`config.mk`:
```
export PLATFORM = sky130hd
export DESIGN_NAME = pim_host_req_frontend
export DESIGN_NICKNAME = d
export VERILOG_FILES = /design/src/rtl/pim_pkg.sv /design/src/rtl/pim_sync_fifo.sv /design/src/rtl/pim_host_req_frontend.sv
export SDC_FILE = /design/constraint.sdc
export NUM_CORES = 2
export LEC_CHECK = 0
export CORE_AREA = 10 10 447 449
export CTS_BUF_LIST = sky130_fd_sc_hd__clkbuf_4 sky130_fd_sc_hd__clkbuf_8 sky130_fd_sc_hd__clkbuf_16
export DETAILED_ROUTE_END_ITERATION = 8
export DIE_AREA = 0 0 457 459
export GPL_TIMING_DRIVEN = 0
export HOLD_SLACK_MARGIN = 0.15
export PLACE_DENSITY = 0.46
export SYNTH_ARGS = -nofsm -noshare
export SYNTH_HDL_FRONTEND = slang
export SYNTH_SLANG_ARGS = --single-unit
export TNS_END_PERCENT = 50
```
`constraint.sdc`:
```
create_clock -name clk -period 44.5 [get_ports clk]
set_clock_uncertainty 0.15 [all_clocks]
set_input_delay 13.35 -clock clk [delete_from_list [all_inputs] [get_ports clk]]
set_output_delay 13.35 -clock clk [all_outputs]
set_load 0.05 [all_outputs]
```
`src/rtl/pim_pkg.sv`:
```
// pim_pkg
//  Shared constants for the PIM host-side blocks: line and address geometry,
//  the default host tag width, and a helper that clears the in-line byte
//  offset of an address so requests hit the start of a 64-byte line.
package pim_pkg;

    localparam int PIM_LINE_BITS     = 512;
    localparam int PIM_ADDR_W        = 32;
    localparam int PIM_LINE_OFS_BITS = 6;
    localparam int PIM_DEFAULT_TAG_W = 4;

    // Keeps every address bit above the line offset and clears the offset bits.
    localparam logic [PIM_ADDR_W-1:0] PIM_LINE_MASK =
        ~((32'd1 << PIM_LINE_OFS_BITS) - 32'd1);

    function automatic logic [PIM_ADDR_W-1:0] pim_line_align(input logic [PIM_ADDR_W-1:0] addr);
        return addr & PIM_LINE_MASK;
    endfunction

endpackage

```
`src/rtl/pim_sync_fifo.sv`:
```
// pim_sync_fifo
//  Single-clock FIFO with registered storage. The head entry is read straight
//  out of the storage registers, so dout is valid whenever empty is low.
//  A push while full and a pop while empty are ignored.
// Ports
//  clk, rst   clock and asynchronous active-high reset (clears storage too)
//  push, din  write strobe and data
//  pop        remove the head entry
//  dout       head entry
//  count      occupancy, 0..DEPTH
//  full/empty occupancy flags
module pim_sync_fifo #(
    parameter int WIDTH = 8,
    parameter int DEPTH = 4
) (
    input  logic                       clk,
    input  logic                       rst,
    input  logic                       push,
    input  logic [WIDTH-1:0]           din,
    input  logic                       pop,
    output logic [WIDTH-1:0]           dout,
    output logic [$clog2(DEPTH):0]     count,
    output logic                       full,
    output logic                       empty
);

    // A 1-entry FIFO still needs a 1-bit pointer.
    localparam int PTR_W = (DEPTH > 1) ? $clog2(DEPTH) : 1;
    localparam int CNT_W = $clog2(DEPTH) + 1;

    logic [WIDTH-1:0] mem [DEPTH];
    logic [PTR_W-1:0] wr_ptr;
    logic [PTR_W-1:0] rd_ptr;
    logic             do_push;
    logic             do_pop;

    // Pointers wrap explicitly so DEPTH values that do not fill the
    // pointer range still work.
    function automatic logic [PTR_W-1:0] ptr_inc(input logic [PTR_W-1:0] p);
        return (p == PTR_W'(DEPTH - 1)) ? '0 : p + PTR_W'(1);
    endfunction

    assign full    = (count == CNT_W'(DEPTH));
    assign empty   = (count == '0);
    assign do_push = push & ~full;
    assign do_pop  = pop & ~empty;
    assign dout    = mem[rd_ptr];

    // Storage is reset so the head output reads zero after reset.
    always_ff @(posedge clk or posedge rst) begin
        if (rst) begin
            wr_ptr <= '0;
            rd_ptr <= '0;
            count  <= '0;
            for (int i = 0; i < DEPTH; i++) begin
                mem[i] <= '0;
            end
        end else begin
            if (do_push) begin
                mem[wr_ptr] <= din;
                wr_ptr      <= ptr_inc(wr_ptr);
            end
            if (do_pop) begin
                rd_ptr <= ptr_inc(rd_ptr);
            end
            count <= count + CNT_W'(do_push) - CNT_W'(do_pop);
        end
    end

endmodule

```
`src/rtl/pim_host_req_frontend.sv`:
```
// pim_host_req_frontend
//  Host-side front end for the PIM system top. Queues tagged host read
//  requests, issues them in order to the controller while limiting the
//  number in flight, and returns each 512-bit line with the tag of the
//  request it answers. Also keeps a sticky error flag and perf counters.
// Ports
//  clk, rst                 shared clock, asynchronous active-high reset
//  host_req_*               tagged host read requests (valid/ready)
//  host_resp_*              line responses with original tag (valid/ready)
//  ctrl_req_*               line address requests to the controller
//  ctrl_resp_*              line data from the in-order controller
//  q_level                  request FIFO occupancy
//  outstanding              requests issued and not yet answered
//  err_unexpected           sticky: a response arrived with nothing in flight
//  issue_count, stall_count wrapping performance counters
module pim_host_req_frontend
    import pim_pkg::*;
#(
    parameter int REQ_DEPTH       = 8,
    parameter int MAX_OUTSTANDING = 4,
    parameter int TAG_W           = PIM_DEFAULT_TAG_W,
    parameter bit ALIGN_LINE      = 1'b1
) (
    input  logic                               clk,
    input  logic                               rst,
    input  logic                               host_req_valid,
    output logic                               host_req_ready,
    input  logic [PIM_ADDR_W-1:0]              host_req_addr,
    input  logic [TAG_W-1:0]                   host_req_tag,
    output logic                               host_resp_valid,
    input  logic                               host_resp_ready,
    output logic [PIM_LINE_BITS-1:0]           host_resp_data,
    output logic [TAG_W-1:0]                   host_resp_tag,
    output logic                               ctrl_req_valid,
    input  logic                               ctrl_req_ready,
    output logic [PIM_ADDR_W-1:0]              ctrl_req_addr,
    input  logic                               ctrl_resp_valid,
    output logic                               ctrl_resp_ready,
    input  logic [PIM_LINE_BITS-1:0]           ctrl_resp_data,
    output logic [$clog2(REQ_DEPTH):0]         q_level,
    output logic [$clog2(MAX_OUTSTANDING):0]   outstanding,
    output logic                               err_unexpected,
    output logic [31:0]                        issue_count,
    output logic [31:0]                        stall_count
);

    localparam int REQ_W = PIM_ADDR_W + TAG_W;

    logic             ready_en;
    logic             req_full;
    logic             req_empty;
    logic             req_push;
    logic             issue_fire;
    logic [REQ_W-1:0] req_dout;
    logic [PIM_ADDR_W-1:0] head_addr;
    logic [TAG_W-1:0] head_tag;
    logic             tag_full;
    logic             tag_empty;
    logic [TAG_W-1:0] tag_dout;
    logic             resp_fire;
    logic             resp_expected;
    logic             resp_unexpected;

    // Holds both ready outputs low while in reset and for the first edge
    // after release, so every output reads zero during reset.
    always_ff @(posedge clk or posedge rst) begin
        if (rst) begin
            ready_en <= 1'b0;
        end else begin
            ready_en <= 1'b1;
        end
    end

    assign host_req_ready = ready_en & ~req_full;
    assign req_push       = host_req_valid & host_req_ready;

    pim_sync_fifo #(
        .WIDTH (REQ_W),
        .DEPTH (REQ_DEPTH)
    ) u_req_fifo (
        .clk   (clk),
        .rst   (rst),
        .push  (req_push),
        .din   ({host_req_addr, host_req_tag}),
        .pop   (issue_fire),
        .dout  (req_dout),
        .count (q_level),
        .full  (req_full),
        .empty (req_empty)
    );

    assign head_addr = req_dout[TAG_W +: PIM_ADDR_W];
    assign head_tag  = req_dout[TAG_W-1:0];

    // The tag FIFO is exactly MAX_OUTSTANDING deep and holds one tag per
    // request in flight, so "tag FIFO full" is the credit limit and its
    // occupancy is the outstanding count. Valid cannot drop before the
    // handshake: the head only leaves on issue and credits only come back.
    assign ctrl_req_valid = ~req_empty & ~tag_full;
    assign issue_fire     = ctrl_req_valid & ctrl_req_ready;
    assign ctrl_req_addr  = ALIGN_LINE ? pim_line_align(head_addr) : head_addr;

    pim_sync_fifo #(
        .WIDTH (TAG_W),
        .DEPTH (MAX_OUTSTANDING)
    ) u_tag_fifo (
        .clk   (clk),
        .rst   (rst),
        .push  (issue_fire),
        .din   (head_tag),
        .pop   (resp_expected),
        .dout  (tag_dout),
        .count (outstanding),
        .full  (tag_full),
        .empty (tag_empty)
    );

    // A response is only matched against a tag already in flight at the
    // start of the cycle; anything else is dropped and flagged.
    assign ctrl_resp_ready = ready_en & (~host_resp_valid | host_resp_ready);
    assign resp_fire       = ctrl_resp_valid & ctrl_resp_ready;
    assign resp_expected   = resp_fire & ~tag_empty;
    assign resp_unexpected = resp_fire & tag_empty;

    // Single output stage: reloads in the same cycle the host drains it.
    always_ff @(posedge clk or posedge rst) begin
        if (rst) begin
            host_resp_valid <= 1'b0;
            host_resp_data  <= '0;
            host_resp_tag   <= '0;
        end else if (resp_expected) begin
            host_resp_valid <= 1'b1;
            host_resp_data  <= ctrl_resp_data;
            host_resp_tag   <= tag_dout;
        end else if (host_resp_ready) begin
            host_resp_valid <= 1'b0;
        end
    end

    // Sticky error plus free-running counters that wrap at 2^32.
    always_ff @(posedge clk or posedge rst) begin
        if (rst) begin
            err_unexpected <= 1'b0;
            issue_count    <= '0;
            stall_count    <= '0;
        end else begin
            if (resp_unexpected) begin
                err_unexpected <= 1'b1;
            end
            if (issue_fire) begin
                issue_count <= issue_count + 32'd1;
            end
            if (~req_empty & ~issue_fire) begin
                stall_count <= stall_count + 32'd1;
            end
        end
    end

endmodule
```
==> impl_summary.log <==
INFO  metric status = finished clean
INFO  metric relSlewSlack = a little over a fifth
INFO  metric start_util = about 18%
INFO  metric max_slew.worst_pin.slew = around 1.2 ns
INFO  metric first_global_vias = between 20000 and 30000
INFO  metric htree_num_levels = 3
INFO  metric min_period_over_period = about 64%
INFO  metric rsz0062_at_grt = false
INFO  metric place_inst = around 7000
INFO  metric clock_tree_from_tritoncts = built
INFO  metric area_fraction_in_and_or_nand_and_nor_cells_after_synthesis = about 19%
INFO  metric synth-seq-cells = 856
INFO  metric synthesis.area = ~0.035 mm^2
INFO  metric setup-violations-final = 0
INFO  metric min_path_cells = 2
INFO  metric compound_gate_fraction_of_synth_area = less than 1%
INFO  metric firstDrtPassIters = 5
INFO  metric yosys-mux-area-fraction = between 10% and 20%
INFO  metric layout-area-overhead-vs-synth = 54.1%
INFO  metric worstSetupPathType = primary input to primary output
INFO  metric wl_per_cell = approximately 26 um
INFO  metric p_leak = between 20 and 25 nW
INFO  metric synthFlopType = sky130_fd_sc_hd__dfrtp_1
INFO  metric dr_total_vias = 28800
INFO  metric rr_worst_depth = 12
INFO  metric hold_violations = 0
INFO  metric period_minus_slack = 28.46 ns
INFO  metric antenna_violations_before_repair = 55
INFO  metric post_cts.resized_instances = 0
INFO  metric finalNetCount = just over 5000
INFO  metric floorplan.die_area = approximately 0.21 mm^2
INFO  metric placement_stage_worst_setup_slack = ~16 ns
INFO  metric clkSinkCount = between 800 and 900
INFO  metric gp_congestion = around 0.90
INFO  metric wl_met2 = roughly 89000 um
INFO  metric grt_remaining_overflow = 0
INFO  metric route.top_layer_used = met5
INFO  metric syn-instance-count = 3254
INFO  metric final_layout_size_suffix_gt1_share = 13.8%
INFO  metric cts.root.buffer_cell = sky130_fd_sc_hd__clkbuf_16
INFO  metric timing.critical_path.to_type = primary output
INFO  metric hpwlAfterDp = 149000 um
INFO  metric worst_setup_path_start_kind = primary input
INFO  metric die_width = ~460 um
INFO  metric postSynth.asyncResetShare = 100%
INFO  metric vdd.ir_drop.worst = ~0.061 mV
INFO  metric post_synth.cell_area_avg = about 11 um^2
INFO  metric synth_top_family_by_area = simple AND/OR/NAND/NOR gates
INFO  metric avgViaCountPerCell = 4.02
INFO  metric post-route-drc-count = 0
INFO  metric post_synth_num_cell_types = 47
INFO  metric cts.path.max_buffers = 3
INFO  metric clock_insertion_delay_worst_skew = 0.73 ns
INFO  metric synth_enable_flop_cells = 0
INFO  metric number_of_primary_i_o_pins = approximately 1200
INFO  metric fp.coreArea = 0.191 mm^2
INFO  metric path_clk_slew = ~0.060 ns
INFO  metric core.rowCount = 161
INFO  metric post_synthesis_sequential_area_ratio = ~60%
INFO  metric placement.io_buffers = about 1200
INFO  metric critPathArrivalTime = ~15 ns
INFO  metric post_cts_hold_buffer_count = 0
INFO  metric final_cells = between 7000 and 8000
INFO  metric max-cap-violations = 0
INFO  metric post-cts-setup-buffer-count = 0
INFO  metric drt_wl_total = about 180000 um
INFO  metric setup_ws = between 15 and 20 ns
INFO  metric power.density_cell_area = between 80 and 90 mW/mm^2
INFO  metric tritoncts.num_buffers = 107
INFO  metric track_usage = roughly 17%
INFO  metric grt_max_degree = 118
INFO  metric fmax = roughly 35 MHz
INFO  metric path_max_fanout = 3
INFO  metric count_of_nets_left_with_antenna_violations_after_detail_routing = 0
INFO  metric wire_length_of_the_first_global_routing_pass = ~250000 um
INFO  metric wl_met1 = 73900 um
INFO  metric timing.final.max_slew_violations = 0
INFO  metric die_y = 459 um
INFO  metric drt-initial-drc-count = 1870
INFO  metric min-delay-path-class = flop to flop
INFO  metric dr_wl_met3 = ~17000 um
INFO  metric cp_data_required_time = 31.00 ns
INFO  metric synth_xor_xnor_area_share = between 1.5 and 2%
INFO  metric synthesis.yosys.warnings = 0
INFO  metric synth_fa_ha_area_share = less than 1%
==> through the flow <==
stage                     setup TNS, ns  area [um^2]  power (mW)  hold WS (ns)  util (%)
after floorplan                       0        34900        2.57         0.302         -
after global routing                  0        53700        4.58         0.340      28.1
after detailed placement              0        49900        3.48         0.311      26.1
after CTS                             0        53700        4.45         0.325      28.1
after global placement         -5199.42        49700        3.48         0.308      26.0
final                                 0        53700        4.37         0.321      28.1
==> worst max-delay path, stage by stage <==
cell and delay (ns):
sky130_fd_sc_hd__clkdlybuf4s50_1 0.45, sky130_fd_sc_hd__nand2b_1 0.12, sky130_fd_sc_hd__and2_1 0.18, sky130_fd_sc_hd__clkdlybuf4s50_1 0.86
==> report_power, final <==
| group | switching (mW) | leakage [nW] | internal, mW | total, mW |
|---|---|---|---|---|
| Combinational | 1.43 | 12.2 | 0.743 | 2.17 |
| Sequential | 0.187 | 10.7 | 1.08 | 1.27 |
| Clock | 0.375 | 1.89 | 0.554 | 0.929 |
| Total | 1.99 | 24.8 | 2.38 | 4.37 |
==> metal layers <==
layer,global-route usage (%),vias to the layer above
met4,4.30,46
met5,0,-
met3,6.34,250
met1,20.2,14500
li1,-,13000
met2,28.7,1060
==> layout by cell type, fill, tap and decap left out, types with 7 or more instances in the layout <==
master,netlist,final
sky130_fd_sc_hd__nand2_1,1602,1602
sky130_fd_sc_hd__clkdlybuf4s50_1,0,1165
sky130_fd_sc_hd__dfrtp_1,856,856
sky130_fd_sc_hd__mux2_2,246,246
sky130_fd_sc_hd__clkbuf_16,0,108
sky130_fd_sc_hd__clkbuf_1,107,105
sky130_fd_sc_hd__mux4_2,60,60
sky130_fd_sc_hd__buf_2,44,44
sky130_fd_sc_hd__xnor2_1,43,43
sky130_fd_sc_hd__buf_4,33,33
sky130_fd_sc_hd__nor2_1,32,32
sky130_fd_sc_hd__mux2_4,30,30
sky130_fd_sc_hd__nand3_1,27,27
sky130_fd_sc_hd__clkbuf_4,0,27
sky130_fd_sc_hd__xor2_1,23,23
sky130_fd_sc_hd__clkbuf_8,0,21
sky130_fd_sc_hd__inv_1,20,19
sky130_fd_sc_hd__ha_1,19,19
sky130_fd_sc_hd__nand4_1,17,17
sky130_fd_sc_hd__clkinv_2,0,16
sky130_fd_sc_hd__mux2_1,15,15
sky130_fd_sc_hd__diode_2,0,14
sky130_fd_sc_hd__nor3_1,13,13
sky130_fd_sc_hd__bufinv_16,0,9
sky130_fd_sc_hd__and3_1,7,7
sky130_fd_sc_hd__conb_1,2,7
sky130_fd_sc_hd__buf_16,0,7
==> synthesized netlist by cell type, types with 4 or more instances <==
master | instances | area share, %
sky130_fd_sc_hd__ha_1 | 19 | 0.68
sky130_fd_sc_hd__mux2_2 | 246 | 7.9
sky130_fd_sc_hd__inv_1 | 20 | 0.22
sky130_fd_sc_hd__nor2_1 | 32 | 0.34
sky130_fd_sc_hd__nand4_1 | 17 | 0.31
sky130_fd_sc_hd__nand3_1 | 27 | 0.39
sky130_fd_sc_hd__xor2_1 | 23 | 0.58
sky130_fd_sc_hd__nand2_1 | 1602 | 17
sky130_fd_sc_hd__and3_1 | 7 | 0.13
sky130_fd_sc_hd__buf_1 | 6 | 0.065
sky130_fd_sc_hd__nor3_1 | 13 | 0.19
sky130_fd_sc_hd__mux2_4 | 30 | 1.3
sky130_fd_sc_hd__a21o_1 | 4 | 0.086
sky130_fd_sc_hd__buf_2 | 44 | 0.63
sky130_fd_sc_hd__clkbuf_1 | 107 | 1.2
sky130_fd_sc_hd__dfrtp_1 | 856 | 61
sky130_fd_sc_hd__o22ai_1 | 4 | 0.072
sky130_fd_sc_hd__mux4_2 | 60 | 3.9
sky130_fd_sc_hd__xnor2_1 | 43 | 1.1
sky130_fd_sc_hd__mux2_1 | 15 | 0.48
sky130_fd_sc_hd__buf_4 | 33 | 0.71
==> final timing paths <==
| path | slack [ns] | start | endpoint |
|---|---|---|---|
| worst max-delay path | 16.04 | host_resp_ready | ctrl_resp_ready |
| worst min-delay path | 0.32 | host_resp_data[271] | host_resp_data[271] |
| worst max register to register | 40.34 | u_tag_fifo.count[1] | u_tag_fifo.count[2] |
| worst min register to register | 0.32 | host_resp_data[271] | host_resp_data[271] |
| max in group asynchronous | 28.89 | rst | host_resp_data[365] |
| min in group asynchronous | 12.99 | rst | host_resp_data[494] |
==> kinds of logic after synthesis <==
| logic type | count (synthesis) |
|---|---|
| and+or+nand+nor | 1726 |
| DFF | 856 |
| muxes | 351 |
| buffers and inverters | 216 |
| xor gates and xnor gates | 66 |
| adders and majority gates | 21 |
| AOI/OAI and AO/OA | 16 |
| other | 2 |
==> area by class of cell <==
class / instances / area [um^2]
diodes: 14 / 35.0
plain buffers: 193 / 928
clock buffers: 156 / 3190
clock inverters: 41 / 583
fillers: 20100 / 137000
inverters: 23 / 93.8
multi-input cells: 2187 / 12500
flip-flops and latches: 856 / 21400
well taps: 2526 / 3160
repair buffers: 1172 / 11900
==> state kept, by name (all words and copies together) (netlist names), 2 cells and up <==
register	flops
u_req_fifo.count	4
u_tag_fifo.rd_ptr	2
issue_count	32
stall_count	32
u_tag_fifo.wr_ptr	2
host_resp_data	512
u_tag_fifo.mem	16
u_tag_fifo.count	3
host_resp_tag	4
u_req_fifo.rd_ptr	3
u_req_fifo.mem	240
u_req_fifo.wr_ptr	3
Power figures use the tool's default switching activity.
